## config.mk

```make
export PLATFORM = sky130hd
export DESIGN_NAME = hex_display_bank
export DESIGN_NICKNAME = d
export VERILOG_FILES = /design/src/rtl/hex_display_bank.sv
export SDC_FILE = /design/constraint.sdc
export NUM_CORES = 1
export LEC_CHECK = 0
export ABC_AREA = 1
export ABC_CLOCK_PERIOD_IN_PS = 2500
export CAP_MARGIN = 10
export CORE_AREA = 4 4 103 105
export DETAILED_ROUTE_END_ITERATION = 6
export DIE_AREA = 0 0 107 109
export GPL_TIMING_DRIVEN = 0
export PLACE_DENSITY = 0.83
export SYNTH_ARGS = -nofsm -noshare
export SYNTH_HDL_FRONTEND = slang
export SYNTH_SLANG_ARGS = --single-unit
```

## constraint.sdc

```tcl
create_clock -name clk -period 2.5 [get_ports clk]
set_input_delay 0.25 -clock clk [delete_from_list [all_inputs] [get_ports clk]]
set_output_delay 0.25 -clock clk [all_outputs]
set_load 0.005 [all_outputs]
```

## src/rtl/hex_display_bank.sv

```systemverilog
// Registered seven-segment controller for a bank of HEX digits: glyph store with
// random-access write and scroll, active-low decode, and per-digit blinking.
module hex_display_bank #(
  parameter int NUM_DIGITS = 6,
  parameter int ADDR_W     = 3,
  parameter int BLINK_DIV  = 25000000
) (
  input  logic                    clk,
  input  logic                    rst_n,
  input  logic                    clear,
  input  logic                    wr_en,
  input  logic [ADDR_W-1:0]       wr_addr,
  input  logic [4:0]              wr_data,
  input  logic                    shift_en,
  input  logic [4:0]              shift_data,
  input  logic [NUM_DIGITS-1:0]   blink_mask,
  output logic [7*NUM_DIGITS-1:0] segs,
  output logic                    blink_phase
);

  localparam int CNT_W = (BLINK_DIV > 2) ? $clog2(BLINK_DIV) : 1;
  localparam logic [4:0] BLANK = 5'd31;

  logic [4:0]              r_glyph [NUM_DIGITS];
  logic [CNT_W-1:0]        r_cnt;
  logic                    r_phase;
  logic [7*NUM_DIGITS-1:0] r_segs;
  logic [7*NUM_DIGITS-1:0] w_segs;

  // Active-low patterns, bit order g..a.
  function automatic logic [6:0] decode(input logic [4:0] code);
    case (code)
      5'd0:    decode = 7'b1111001;
      5'd1:    decode = 7'b0100100;
      5'd2:    decode = 7'b0110000;
      5'd3:    decode = 7'b0011001;
      5'd4:    decode = 7'b0010010;
      5'd5:    decode = 7'b0000010;
      5'd6:    decode = 7'b1111000;
      5'd7:    decode = 7'b0000000;
      5'd8:    decode = 7'b0001000;
      5'd9:    decode = 7'b0000011;
      5'd10:   decode = 7'b1000110;
      5'd11:   decode = 7'b0100001;
      5'd12:   decode = 7'b0000110;
      5'd13:   decode = 7'b0001110;
      5'd14:   decode = 7'b0010000;
      5'd15:   decode = 7'b0001001;
      5'd16:   decode = 7'b1001111;
      5'd17:   decode = 7'b1000111;
      5'd18:   decode = 7'b0001100;
      default: decode = 7'b1111111;
    endcase
  endfunction

  // Clear beats shift beats write; out-of-range write addresses match no digit.
  always_ff @(posedge clk or negedge rst_n) begin
    if (!rst_n) begin
      for (int i = 0; i < NUM_DIGITS; i++) r_glyph[i] <= BLANK;
    end else if (clear) begin
      for (int i = 0; i < NUM_DIGITS; i++) r_glyph[i] <= BLANK;
    end else if (shift_en) begin
      for (int i = 1; i < NUM_DIGITS; i++) r_glyph[i] <= r_glyph[i-1];
      r_glyph[0] <= shift_data;
    end else if (wr_en) begin
      for (int i = 0; i < NUM_DIGITS; i++) begin
        if (wr_addr == ADDR_W'(i)) r_glyph[i] <= wr_data;
      end
    end
  end

  // Free-running blink prescaler; deliberately unaffected by clear.
  always_ff @(posedge clk or negedge rst_n) begin
    if (!rst_n) begin
      r_cnt   <= '0;
      r_phase <= 1'b0;
    end else if (r_cnt == CNT_W'(BLINK_DIV - 1)) begin
      r_cnt   <= '0;
      r_phase <= ~r_phase;
    end else begin
      r_cnt   <= r_cnt + CNT_W'(1);
    end
  end

  always_comb begin
    w_segs = '1;
    for (int i = 0; i < NUM_DIGITS; i++) begin
      w_segs[7*i +: 7] = (r_phase & blink_mask[i]) ? 7'b1111111 : decode(r_glyph[i]);
    end
  end

  always_ff @(posedge clk or negedge rst_n) begin
    if (!rst_n) r_segs <= '1;
    else        r_segs <= w_segs;
  end

  assign segs        = r_segs;
  assign blink_phase = r_phase;

endmodule

```

==> results.sh <==
export IMPL_routedWlPerCell_um=13.65
export IMPL_p_per_area_nw_per_um2=556.1
export IMPL_first_iter_violations=288
export IMPL_synthAdderAreaFrac_pct=5.482
export IMPL_syn_area_per_cell_um2=7.679
export IMPL_post_place_cells=942
export IMPL_clkSinkCount=98
export IMPL_grt_overflow_total=0
export IMPL_yosys_top_cells_count="nand2_1 (211), inv_1 (76), dfstp_2 (72)"
export IMPL_hold_buffers=0
export IMPL_grt_pass1_wl_um=21890
export IMPL_ctsRootBufferMaster="clkbuf_8"
export IMPL_post_layout_nonfiller_instances=958
export IMPL_grt_pass1_vias=4870
export IMPL_grt_max_degree=66
export IMPL_area_delta_synth_final_pct=17.63
export IMPL_hold_viol_final=0
export IMPL_status="finished clean"
export IMPL_p_clk_share_pct=24.3
export IMPL_die_area_um2=11660
export IMPL_final_fill_count=814
export IMPL_clockBufferDepth=2
export IMPL_async_flop_share_pct=100.0
export IMPL_synth_top_family_by_area="simple AND/OR/NAND/NOR gates"
export IMPL_ctsHtreeMaxLevel=3
export IMPL_drive_gt1_share_pct=15.52
export IMPL_cts_inserted_buffers=9
export IMPL_routed_wl_um=13070
export IMPL_synthSimpleGateAreaFrac_pct=28.40
export IMPL_switching_share_pct=29.72
export IMPL_worstSetupStartpointType="register"
export IMPL_dpl_instance_area_um2=6548
export IMPL_ios=67
export IMPL_synth_xor_area_share_pct=1.842
export IMPL_cp_max_fo=7
export IMPL_tightestPinTransition_ns=0.6141
export IMPL_maxCapViolations=0
export IMPL_track_usage_pct=23.32
export IMPL_finClkSkew_ns=0.01053
export IMPL_yosysSeqAreaShare_pct=44.56
export IMPL_yosysUniqueCellTypes=33
export IMPL_num_antenna_cells=0
export IMPL_synth_ff_type="dfstp_2"
export IMPL_setup_viol=0
export IMPL_p_comb_share_pct=24.1
export IMPL_min_path_type="in2async"
export IMPL_synth_seq_cells=98
export IMPL_synth_area_um2=5705
export IMPL_cp_required_ns=2.81
export IMPL_die_width_um=107
export IMPL_yosys_top_cells_area="dfstp_2 (33%), nand2_1 (14%), dfrtp_1 (11%), o21ai_0 (6.0%), ha_1 (5.5%)"
export IMPL_synth_edf_count=0
export IMPL_critPathKind="reg2reg"
export IMPL_synth_fp_nets=792
export IMPL_cts_resized=0
export IMPL_p_int_mw=2.623
export IMPL_die_h_um=109
export IMPL_p_leak_nw=3.152
export IMPL_ys_warnings_count=0
export IMPL_clk_latency_ns=0.37
export IMPL_p_switching_mw=1.109
export IMPL_numPortBuffers=65
export IMPL_period_minus_slack_ns=1.725
export IMPL_cts_tree="built"
export IMPL_via_per_inst=5.411
export IMPL_drtPass1Iterations=5
export IMPL_ant_nets=0
export IMPL_postLayoutCellArea_um2=6711
export IMPL_synth_compound_area_share_pct=13.18
export IMPL_num_vias=5184
export IMPL_post_cts_buffers=0
export IMPL_path_clk_slew_ns=0.09
export IMPL_rsz0062_at_grt="no"
export IMPL_muxShareOfSynthArea_pct=0
export IMPL_start_util_pct=59.19
export IMPL_drc=0
export IMPL_p_seq_share_pct=51.6
export IMPL_fmax_ghz=0.5798
export IMPL_synth_top_area_cell="dfstp_2"
export IMPL_maxSlewViolCount=0
export IMPL_coreArea_um2=9639
export IMPL_nNetsFinal=869
export IMPL_num_rows=36
export IMPL_synth_cells=743
export IMPL_gp_congestion=0.9648
export IMPL_end_kind="register"
export IMPL_slew_headroom_pct=59.06
export IMPL_dp_final_hpwl_um=9884
export IMPL_cp_arrival_ns=2.03
export IMPL_whs_ns=0.1386
export IMPL_min_period_over_period_pct=68.99
export IMPL_synth_top_cell_area_share_pct=33.16
export IMPL_vdd_drop_max_v=0.0003114
export IMPL_antenna_found_initial=0
export IMPL_yosysMostFrequentCell="nand2_1"
cell usage in the layout (no fill, tap or decap), types with 10 or more instances in the layout:
master | Yosys | final
clkbuf_8 | 0 | 10
nand3_1 | 55 | 55
nor2_1 | 71 | 71
dfstp_2 | 72 | 72
dfrtp_1 | 26 | 26
o21ai_1 | 31 | 31
xor2_1 | 11 | 11
clkdlybuf4s50_1 | 0 | 64
inv_1 | 76 | 76
a21oi_1 | 20 | 20
ha_1 | 25 | 25
nand2_1 | 211 | 211
o21ai_0 | 68 | 68
cell type report:
| class | instances | area (um2) | share of cell area [%] |
|---|---|---|---|
| plain buffers | 12 | 57.56 | 0.8576 |
| clock buffers | 13 | 148.9 | 2.218 |
| clock inverters | 3 | 15.01 | 0.2237 |
| inverters | 84 | 315.3 | 4.698 |
| multi-input cells | 549 | 2790 | 41.57 |
| flip-flops and latches | 98 | 2542 | 37.88 |
| well taps | 133 | 166.4 | 2.479 |
| repair buffers | 66 | 675.6 | 10.07 |
routing by layer:
metal | GRT usage [%] | routed length [um]
met1 | 30.56 | 5829
met2 | 39.70 | 6366
met3 | 2.783 | 587
met4 | 9.224 | 290
met5 | 0 | 0
worst max-delay path: stages (launching register included):
cell	delay (ns)
dfstp_2	0.56
inv_1	0.13
ha_1	0.29
or2_2	0.33
a21oi_1	0.12
o21ai_0	0.13
nand2_1	0.09
registers in the layout, indices dropped and copies added, names as in the netlist:
name,count
blink_phase,1
segs,42
r_cnt,25
r_glyph,30
final timing paths:
path,cells after the start,from,slack [ns],to
setup / recovery,6,r_glyph[16],0.78,segs[14]
hold / removal,1,rst_n,0.14,r_glyph[4]
setup reg to reg,6,r_glyph[16],0.78,segs[14]
hold reg to reg,1,r_cnt[0],0.49,r_cnt[0]
max in group asynchronous,2,rst_n,1.97,segs[1]
min in group clk,3,shift_en,0.18,r_glyph[25]
power by group through the flow:
stage,clock network [mW],registers (mW),logic [mW]
2_1_floorplan,0,1.95,0.467
3_3_place_gp,0,1.94,0.856
3_5_place_dp,0,1.95,0.889
4_1_cts,0.925,1.92,0.895
5_1_grt,0.998,1.95,1.00
6_report,0.908,1.92,0.899
through the flow:
stage	total power, mW	util, %	setup TNS [ns]	setup WS (ns)
after CTS	3.745	69.63	0	0.7852
after global placement	2.800	67.67	-132.70	-2.161
final	3.733	69.63	0	0.7752
after detailed placement	2.840	67.93	0	0.8205
after floorplan	2.416	-	0	0.9877
after global routing	3.946	69.63	0	0.6519
logic make-up (layout without fill, tap and decap cells):
family | after synthesis | count (layout)
xor gates and xnor gates | 12 | 12
AOI/OAI and AO/OA | 140 | 140
and+or+nand+nor | 372 | 372
adders and majority gates | 25 | 25
buffers and inverters | 96 | 178
DFF | 98 | 98
(Power assumes the default switching activity.)
